<file path="src/rtl/seg_pkg.sv">
// seg_pkg -- shared types, constants and helpers for the serial 7-segment driver.
// Optional feature (see seg_serial_driver): SEG_AUTO_REFRESH_EN.

package seg_pkg;

   // Each cascaded digit register holds one byte of active-low segment bits.
   localparam int SEG_BITS_PER_DIGIT = 8;

   typedef enum logic [2:0] {
      ST_INIT,
      ST_IDLE,
      ST_LOW,
      ST_HIGH,
      ST_DONE
   } seg_state_e;

   // Number of bits needed to count 0..value-1. Never returns less than 1,
   // so a degenerate value of 1 still gets a usable one-bit counter.
   function automatic int seg_clog2(input int value);
      int result;
      int remaining;
      result    = 0;
      remaining = value - 1;
      while (remaining > 0) begin
         result++;
         remaining = remaining >> 1;
      end
      return (result < 1) ? 1 : result;
   endfunction

endpackage

</file>
<file path="src/rtl/seg_clk_div.sv">
// seg_clk_div -- phase counter for the SEGCLK half-period.
// Counts CLK_DIV cycles while enabled and pulses tick on the last one, then
// starts over. Disabling it parks the count at zero, so every phase that the
// parent FSM enters begins with a full CLK_DIV cycles to run.

module seg_clk_div
   import seg_pkg::*;
#(
   parameter int CLK_DIV = 4,
   parameter int CNT_W   = 3
) (
   input  logic clk,
   input  logic rst_n,
   input  logic en,
   output logic tick
);

   localparam logic [CNT_W-1:0] LAST_COUNT = CNT_W'(CLK_DIV - 1);

   logic [CNT_W-1:0] count_q;
   logic [CNT_W-1:0] count_d;

   assign tick = en && (count_q == LAST_COUNT);

   // Advance the phase count; restart on terminal count or when idle.
   always_comb begin
      count_d = count_q;
      if (!en || tick) begin
         count_d = '0;
      end else begin
         count_d = count_q + 1'b1;
      end
   end

   // Phase counter register.
   always_ff @(posedge clk or negedge rst_n) begin
      if (!rst_n) begin
         count_q <= '0;
      end else begin
         count_q <= count_d;
      end
   end

endmodule

</file>
<file path="src/rtl/seg_serial_driver.sv">
// seg_serial_driver -- shifts a DIGITS x 8-bit segment image out on the
// SEGCLK/SEGDT chain, blanking the display (SEGEN) while the chain moves.
// Optional feature: define SEG_AUTO_REFRESH_EN to re-send the held image
// every REFRESH cycles once the first external start has been seen.
//
// The pin-level outputs (SEGCLK, SEGDT, busy, done, SEGEN) are registered
// from the state of the previous cycle so the board sees clean, glitch-free
// edges. That registering adds one cycle between the accepted start and the
// done pulse: done arrives 16*DIGITS*CLK_DIV+1 cycles after acceptance.

module seg_serial_driver
   import seg_pkg::*;
#(
   parameter int DIGITS    = 8,
   parameter int CLK_DIV   = 4,
   parameter int MSB_FIRST = 1,
   parameter int REFRESH   = 1000000
) (
   input  logic                                 clk_100mhz,
   input  logic                                 RSTN,
   input  logic                                 start,
   input  logic [SEG_BITS_PER_DIGIT*DIGITS-1:0] data,
   output logic                                 busy,
   output logic                                 done,
   output logic                                 SEGCLK,
   output logic                                 SEGDT,
   output logic                                 SEGEN,
   output logic                                 SEGCLR
);

   localparam int NBITS = SEG_BITS_PER_DIGIT * DIGITS;
   localparam int BW    = seg_clog2(NBITS);
   localparam int DW    = seg_clog2(CLK_DIV + 1);
   localparam logic [BW-1:0] LAST_BIT = BW'(NBITS - 1);

   seg_state_e        state_q,     state_d;
   logic [BW-1:0]     bit_cnt_q,   bit_cnt_d;
   logic [NBITS-1:0]  shadow_q,    shadow_d;
   logic              init_half_q, init_half_d;
   logic              busy_q,      busy_d;
   logic              done_q,      done_d;
   logic              segclk_q,    segclk_d;
   logic              segdt_q,     segdt_d;
   logic              segen_q,     segen_d;
   logic              segclr_q,    segclr_d;

   logic              div_en;
   logic              div_tick;
   logic              idle_ok;
   logic              ext_go;
   logic              refresh_go;
   logic              accept;
   logic [BW-1:0]     bit_idx;
   logic              cur_bit;

   seg_clk_div #(
      .CLK_DIV (CLK_DIV),
      .CNT_W   (DW)
   ) u_clk_div (
      .clk   (clk_100mhz),
      .rst_n (RSTN),
      .en    (div_en),
      .tick  (div_tick)
   );

   // The cycle that shows done already has the FSM back in IDLE, so it is
   // excluded explicitly: a start coincident with done is dropped.
   assign idle_ok = (state_q == ST_IDLE) && !done_q;
   assign ext_go  = idle_ok && start;
   assign accept  = ext_go || refresh_go;

`ifdef SEG_AUTO_REFRESH_EN
   localparam int RW = seg_clog2(REFRESH);
   localparam logic [RW-1:0] LAST_REFRESH = RW'(REFRESH - 1);

   logic [RW-1:0] refresh_cnt_q, refresh_cnt_d;
   logic          armed_q,       armed_d;
   logic          pending_q,     pending_d;
   logic          refresh_tick;

   assign refresh_tick = (refresh_cnt_q == LAST_REFRESH);
   // An external start in the same cycle takes priority and supplies new data.
   assign refresh_go   = idle_ok && !start && armed_q && (refresh_tick || pending_q);

   // Free-running refresh timer; a tick that cannot be served is held pending.
   always_comb begin
      refresh_cnt_d = refresh_tick ? '0 : refresh_cnt_q + 1'b1;
      armed_d       = armed_q || ext_go;
      pending_d     = pending_q;
      if (accept) begin
         pending_d = 1'b0;
      end else if (refresh_tick && armed_q) begin
         pending_d = 1'b1;
      end
   end

   // Refresh timer and deferral registers.
   always_ff @(posedge clk_100mhz or negedge RSTN) begin
      if (!RSTN) begin
         refresh_cnt_q <= '0;
         armed_q       <= 1'b0;
         pending_q     <= 1'b0;
      end else begin
         refresh_cnt_q <= refresh_cnt_d;
         armed_q       <= armed_d;
         pending_q     <= pending_d;
      end
   end
`else
   assign refresh_go = 1'b0;
`endif

   // Select the image bit addressed by the bit counter in the chosen order.
   always_comb begin
      bit_idx = bit_cnt_q;
      if (MSB_FIRST != 0) begin
         bit_idx = LAST_BIT - bit_cnt_q;
      end
      cur_bit = shadow_q[bit_idx];
   end

   // Next-state and registered-output logic for the frame FSM.
   always_comb begin
      state_d     = state_q;
      bit_cnt_d   = bit_cnt_q;
      shadow_d    = shadow_q;
      init_half_d = init_half_q;
      busy_d      = busy_q;
      segen_d     = segen_q;
      segclr_d    = segclr_q;
      div_en      = 1'b0;

      case (state_q)
         ST_INIT: begin
            div_en = 1'b1;
            if (div_tick) begin
               if (init_half_q) begin
                  init_half_d = 1'b0;
                  segclr_d    = 1'b1;
                  state_d     = ST_IDLE;
               end else begin
                  init_half_d = 1'b1;
               end
            end
         end
         ST_IDLE: begin
            if (accept) begin
               if (ext_go) begin
                  shadow_d = data;
               end
               bit_cnt_d = '0;
               busy_d    = 1'b1;
               segen_d   = 1'b0;
               state_d   = ST_LOW;
            end
         end
         ST_LOW: begin
            div_en = 1'b1;
            if (div_tick) begin
               state_d = ST_HIGH;
            end
         end
         ST_HIGH: begin
            div_en = 1'b1;
            if (div_tick) begin
               if (bit_cnt_q == LAST_BIT) begin
                  state_d = ST_DONE;
               end else begin
                  bit_cnt_d = bit_cnt_q + 1'b1;
                  state_d   = ST_LOW;
               end
            end
         end
         ST_DONE: begin
            busy_d  = 1'b0;
            segen_d = 1'b1;
            state_d = ST_IDLE;
         end
         default: begin
            state_d = ST_INIT;
         end
      endcase

      done_d   = (state_q == ST_DONE);
      segclk_d = (state_q == ST_HIGH);
      segdt_d  = ((state_q == ST_LOW) || (state_q == ST_HIGH)) ? cur_bit : 1'b0;
   end

   // FSM, frame and output registers; everything drops at once on reset.
   always_ff @(posedge clk_100mhz or negedge RSTN) begin
      if (!RSTN) begin
         state_q     <= ST_INIT;
         bit_cnt_q   <= '0;
         shadow_q    <= '0;
         init_half_q <= 1'b0;
         busy_q      <= 1'b0;
         done_q      <= 1'b0;
         segclk_q    <= 1'b0;
         segdt_q     <= 1'b0;
         segen_q     <= 1'b0;
         segclr_q    <= 1'b0;
      end else begin
         state_q     <= state_d;
         bit_cnt_q   <= bit_cnt_d;
         shadow_q    <= shadow_d;
         init_half_q <= init_half_d;
         busy_q      <= busy_d;
         done_q      <= done_d;
         segclk_q    <= segclk_d;
         segdt_q     <= segdt_d;
         segen_q     <= segen_d;
         segclr_q    <= segclr_d;
      end
   end

   assign busy   = busy_q;
   assign done   = done_q;
   assign SEGCLK = segclk_q;
   assign SEGDT  = segdt_q;
   assign SEGEN  = segen_q;
   assign SEGCLR = segclr_q;

endmodule
</file>
<file path="config.mk">
export PLATFORM = sky130hd
export DESIGN_NAME = seg_serial_driver
export DESIGN_NICKNAME = d
export VERILOG_FILES = /design/src/rtl/seg_pkg.sv /design/src/rtl/seg_clk_div.sv /design/src/rtl/seg_serial_driver.sv
export SDC_FILE = /design/constraint.sdc
export NUM_CORES = 1
export LEC_CHECK = 0
export BUFFER_PORTS_ARGS = -buffer_cell sky130_fd_sc_hd__buf_2
export CAP_MARGIN = 20
export CORE_UTILIZATION = 50
export DETAILED_ROUTE_END_ITERATION = 8
export GPL_ROUTABILITY_DRIVEN = 0
export GPL_TIMING_DRIVEN = 0
export PLACE_DENSITY = 0.87
export SLEW_MARGIN = 20
export SYNTH_ARGS = -nofsm -noshare
export SYNTH_HDL_FRONTEND = slang
export SYNTH_SLANG_ARGS = --single-unit
export TNS_END_PERCENT = 1
</file>
<file path="constraint.sdc">
create_clock -name clk_100mhz -period 1.6 [get_ports clk_100mhz]
set_input_delay 0.08 -clock clk_100mhz [delete_from_list [all_inputs] [get_ports clk_100mhz]]
set_output_delay 0.08 -clock clk_100mhz [all_outputs]
set_load 0.01 [all_outputs]
</file>
Word-level counts from Yosys, hierarchy flattened:

Index checks and enable logic that the tools add are counted.

* register bits: 83
* input bits: 67
* output and inout port bits: 6

* $add $sub $neg: 3
* order comparisons: 1
* eq/ne operators: 12
* muxes and demuxes: 21
* reductions and logical operators: 17

Operators with widths (number)
* 2-to-1 mux 3 bit: 7
* 2-to-1 mux 6 bit: 3
* case mux 3 bit (5 select lines): 1
* case mux 6 bit (2 select lines): 1
* == test 3 x 2 -> 1 bit (second input constant): 3
* < comparator 6 x 7 -> 1 bit (second input constant): 1
* adder 6 x 1 -> 6 bit (second input constant): 1
* binary-select mux 1 bit (select 6 bit): 1
* == test 6 bit (second input constant): 1
* 2-to-1 mux 1 bit: 6
* != test 2 x 1 -> 1 bit (second input constant): 3
* != test 2 bit (second input constant): 3
* AND reduction 2 bit: 3
* subtractor 6 bit (first input constant): 1
* AND reduction 5 bit: 1
* case mux 1 bit (2 select lines): 2
* AND reduction 4 bit: 1
* nonzero test 2 bit: 2
* adder 3 x 1 -> 3 bit (second input constant): 1
* == test 3 x 1 -> 1 bit (second input constant): 1
* == test 3 bit (second input constant): 1
* logical AND 1 bit: 3
* zero test 3 bit: 1
* AND reduction 3 bit: 1
* 3 further kinds: 5

Depth between registers and ports, before layout:

* depth in word-level cells: 6
* depth in mapped cells: 8
* depth with buffers taken out: 6

Modules after synthesis:

Synthesis repeated with hierarchy kept, for this count alone.

* cell total of the unflattened synthesis: 253
* area total of the unflattened synthesis: 3766.1 um^2

By module, submodules not included
* seg_serial_driver: times used 1, cells an instance 243, area each 3631.0 um^2, sequential area each 2001.9 um^2
* seg_clk_div: times used 1, cells an instance 10, area each 135.1 um^2, sequential area each 75.1 um^2

Least setup slack after synthesis:

Ideal clock, no wire load.

* path kind: flip-flop to flip-flop
* from: register bit_cnt_q[0]
* to: register segdt_q (netlist: SEGDT)
* library setup time: 0.132 ns
* arrival: 1.672 ns
* required time: 1.468 ns
* setup slack: -0.205 ns
* stages on the path, launching flop included: 6
* buffers on the path: 1
* clock period less this slack: 1.805 ns
* cell sequence: dfrtp_1 -> buf_6 -> mux4_1 -> mux2_2 -> a41oi_2 -> nand4_1

* word-level cells in the longest chain between the ends: 4

Ends and longest elaborated chain
* start: declaration: line seg_serial_driver.sv:37 `logic [BW-1:0] bit_cnt_q, bit_cnt_d;`
* start signal: assignment: line seg_serial_driver.sv:204 `bit_cnt_q <= bit_cnt_d;`
* subtractor 6 bit: line seg_serial_driver.sv:117 `bit_idx = LAST_BIT - bit_cnt_q;`
* binary-select mux 1 bit (select 6 bit): line seg_serial_driver.sv:119 `cur_bit = shadow_q[bit_idx];`
* 2-to-1 mux 1 bit (implied by the code): line seg_serial_driver.sv:119
* 2-to-1 mux 1 bit: line seg_serial_driver.sv:186 `segdt_d = ((state_q == ST_LOW) || (state_q == ST_HIGH)) ? cur_bit : 1'b0;`
* named net segdt_d: line seg_serial_driver.sv:43 `logic segdt_q, segdt_d;`
* end signal: assignment: line seg_serial_driver.sv:210 `segdt_q <= segdt_d;`
* end: declaration: line seg_serial_driver.sv:43

The timed path passes the listed nets, and every way through them passes these cells. The select of a mux whose other input is x is not followed.
A chain may end at the register's enable or synchronous reset.

Worst setup path after layout:

Ends and elaborated chain as after synthesis.

==> flow_metrics.py <==
metrics = {
    "outcome": {
        "status": "finished, violations left",
        "failed_checks": "setup timing",
    },
    "hold_path": {
        "hold_path_class": "in -> async",
    },
    "worst_setup_path": {
        "crit_path_max_fanout": 4,
        "worst-setup-path-type": "reg -> reg",
        "required_ns": 1.83,
        "worstPathArrival_ns": 2.17,
        "endpoint_kind": "register",
        "cp-start-kind": "register",
    },
    "synthesis": {
        "synth-compound-area-share_pct": 3.61,
        "synthTopCellsByArea": "dfrtp_1 (54%), nand2_1 (20%), mux4_1 (6.1%)",
        "yosysSeqAreaShare_pct": 54.0,
        "synth_cell_types": 43,
        "synth_nets": 473,
        "synth_simple_gate_area_share_pct": 26.1,
        "syn_avg_cell_area_um2": 9.55,
        "synth_xor_xnor_area_share_pct": 0.911,
        "synth_fa_ha_area_share_pct": 0.976,
        "synth_area_um2": 3850,
        "synth.largest_area_cell": "dfrtp_1",
        "syn_inst": 403,
        "synth_mux_area_share_pct": 11.3,
        "ys_ff_latch": 83,
        "synth_top_area_share_pct": 54.0,
        "synth_top_family_by_area": "simple AND/OR/NAND/NOR gates",
        "yosysWarningCount": 0,
    },
    "route": {
        "wl_per_cell_um": 17.8,
        "vias": 3682,
        "drt_wl_total_um": 11700,
        "postRouteAntennaNets": 0,
        "drtIter0Drc": 370,
        "drc": 0,
        "first_pass_iters": 6,
        "vias_per_cell": 5.60,
    },
    "power_and_ir_drop": {
        "power_density_nw_per_um2": 712,
        "power_switching_uw": 841,
        "power_mw": 3.79,
        "max-vdd-ir-drop_uv": 711,
        "pwr-share-clk_pct": 37.6,
        "p_int_mw": 2.94,
        "pwr-share-comb_pct": 7.0,
        "seqPwrFrac_pct": 55.3,
        "leakagePower_nw": 2.83,
        "switching_share_pct": 22.2,
    },
    "place": {
        "place_inst": 575,
        "pre_cts_slack_ns": -0.518,
        "io_buffers": 72,
        "dp_hpwl_um": 6050,
    },
    "global_route": {
        "grt.total_usage_pct": 30.8,
        "grt_first_pass_wirelength_um": 19100,
        "grt_pass1_vias": 3949,
        "grt_max_degree": 52,
        "antenna_found_initial": 0,
        "grt-ovfl-total": 0,
    },
    "floorplanning": {
        "ioPinCount": 73,
        "fp.dieW_um": 89.7,
        "die_area_um2": 8050,
        "core_area_um2": 7330,
        "num_rows": 31,
        "die_h_um": 89.7,
        "start_util_pct": 52.5,
    },
    "cts": {
        "clock_sinks": 83,
        "insertion_delay_ns": 0.36,
        "cts_buffers": 9,
        "clockBufferDepth": 2,
        "clockRootBuffer": "clkbuf_8",
        "cts_tree": "done",
        "clk_pin_slew_ns": 0.08,
        "htree_num_levels": 3,
    },
    "sta": {
        "period_needed_ns": 1.94,
        "finalHoldViolCount": 0,
        "max_freq_mhz": 516,
        "max-slew-margin-rel_pct": 56.3,
        "final.period_utilization_pct": 121,
        "layout_setup_ws_ns": -0.339,
        "hold_ws_ns": 0.197,
        "rsz0062_at_grt": "true",
        "timing.final.max_slew_violations": 0,
        "finalSetupViolations": 42,
        "tightest_slew_ns": 0.647,
        "fin_skew_ns": 0.00785,
    },
    "cells_and_area": {
        "final_cells": 657,
        "fill_cells": 459,
        "final_nets": 624,
        "utilization_pct": 72.5,
        "antenna_cells": 0,
        "drive_gt1_share_pct": 23.5,
        "multiInputGateArea_um2": 1670,
        "synthToLayoutAreaGrowth_pct": 38.1,
        "seqCellArea_um2": 2080,
    },
    "run": {
        "cap_viol_max_count": 0,
    },
}
[timing repair]
action,CTS,global route
gates cloned,0,1
pin swaps,5,2
endpoints found under the hold margin,96,0
resized for setup,31,3
hold buffers,65,0
setup endpoints to repair,72,65
buffers inserted,2,0
[power by group through the flow]
| stage | Clock, mW | Sequential [mW] | Combinational, mW |
|---|---|---|---|
| after floorplan | 0 | 2.14 | 0.00212 |
| after global placement | 0 | 2.14 | 0.122 |
| after detailed placement | 0 | 2.14 | 0.133 |
| after CTS | 1.41 | 2.10 | 0.254 |
| after global routing | 1.52 | 2.10 | 0.288 |
| final | 1.42 | 2.10 | 0.266 |
[area by class of cell]
| type | count | area share (%) |
|---|---|---|
| flip-flops and latches | 83 | 39.1 |
| repair buffers | 141 | 20.6 |
| multi-input cells | 292 | 31.5 |
| well taps | 99 | 2.33 |
| inverters | 4 | 0.282 |
| clock inverters | 2 | 0.188 |
| clock buffers | 13 | 3.18 |
| plain buffers | 23 | 2.82 |
[worst max-delay path, cell delays in order (launching register included)]
cell and delay [ns]:
dfrtp_2 0.49, buf_12 0.14, mux4_2 0.50, mux2_4 0.29
o22ai_2 0.14, or4b_1 0.14, nand4_1 0.11
[sequential cells by signal, summed over array words and instances (netlist names)]
| register | count |
|---|---|
| SEGCLK | 1 |
| SEGCLR | 1 |
| SEGDT | 1 |
| SEGEN | 1 |
| bit_cnt_q | 6 |
| busy | 1 |
| done | 1 |
| init_half_q | 1 |
| shadow_q | 64 |
| state_q | 3 |
| u_clk_div.count_q | 3 |
[Yosys cell counts, drive strengths merged]
cell type,n
o31ai,1
ha,3
and2,3
a21o,2
nor2,10
xnor2,2
a311oi,1
a41oi,1
o22ai,1
nand4,3
mux4,14
nand2b,1
a21oi,1
mux2,5
a2111oi,1
and4,1
dfrtp,83
a31oi,4
nor4bb,1
nand3b,1
buf,9
nor3,1
nor4b,2
and3,3
nand3,4
or3,2
o211ai,1
nor2b,3
nor3b,3
nand4b,1
mux2i,3
nand2,203
a211o,1
or4b,1
inv,4
clkbuf,15
xor2,2
o21ai,6
[per-layer routing]
metal | share of wire (%) | track usage, %
met1 | 37 | 35.4
met2 | 50 | 51.5
met3 | 7.4 | 7.78
met4 | 5.5 | 19.3
met5 | 0 | 0
[cells in the final DEF (no fill, tap or decap), types with 3 or more instances in the layout]
master,instances
buf_2,74
dfrtp_1,81
clkbuf_8,12
mux2_4,3
o21ai_0,5
dlygate4sd3_1,65
mux4_1,4
buf_12,3
ha_1,3
a31oi_1,3
and3_1,3
nor2_1,9
clkbuf_2,10
buf_4,5
mux2i_1,3
inv_1,4
nand2_1,203
mux4_2,10
and2_1,3
clkbuf_1,4
nand3_1,4
nand4_1,3
[final timing paths]
kind | startpoint | to | slack, ns | depth (start not counted)
worst max-delay path | bit_cnt_q[0] | SEGDT | -0.34 | 6
worst min-delay path | RSTN | shadow_q[57] | 0.20 | 2
worst max register to register | bit_cnt_q[0] | SEGDT | -0.34 | 6
worst min register to register | u_clk_div.count_q[0] | u_clk_div.count_q[0] | 0.44 | 1
max in group asynchronous | RSTN | bit_cnt_q[2] | 0.79 | 3
min in group clk_100mhz | u_clk_div.count_q[0] | u_clk_div.count_q[0] | 0.44 | 1
[cells by family (layout without fill, tap and decap cells)]
family                   count (synthesis)  after routing
AND/OR/NAND/NOR                        243            243
multiplexers                            22             22
XOR/XNOR                                 4              4
AO/OA/AOI/OAI                           20             20
buffers and inverters                   28            183
adder cells (fa/ha/maj)                  3              3
flip-flops                              83             83
[stage by stage]
step / instance area, um2 / TNS, ns
after floorplan: 3840 / -0.159
after global placement: 4330 / -24.10
after detailed placement: 4360 / -17.73
after CTS: 5280 / -0.423
after global routing: 5320 / -7.82
final: 5320 / -2.96
No activity file was read; power rests on OpenSTA's default activity.
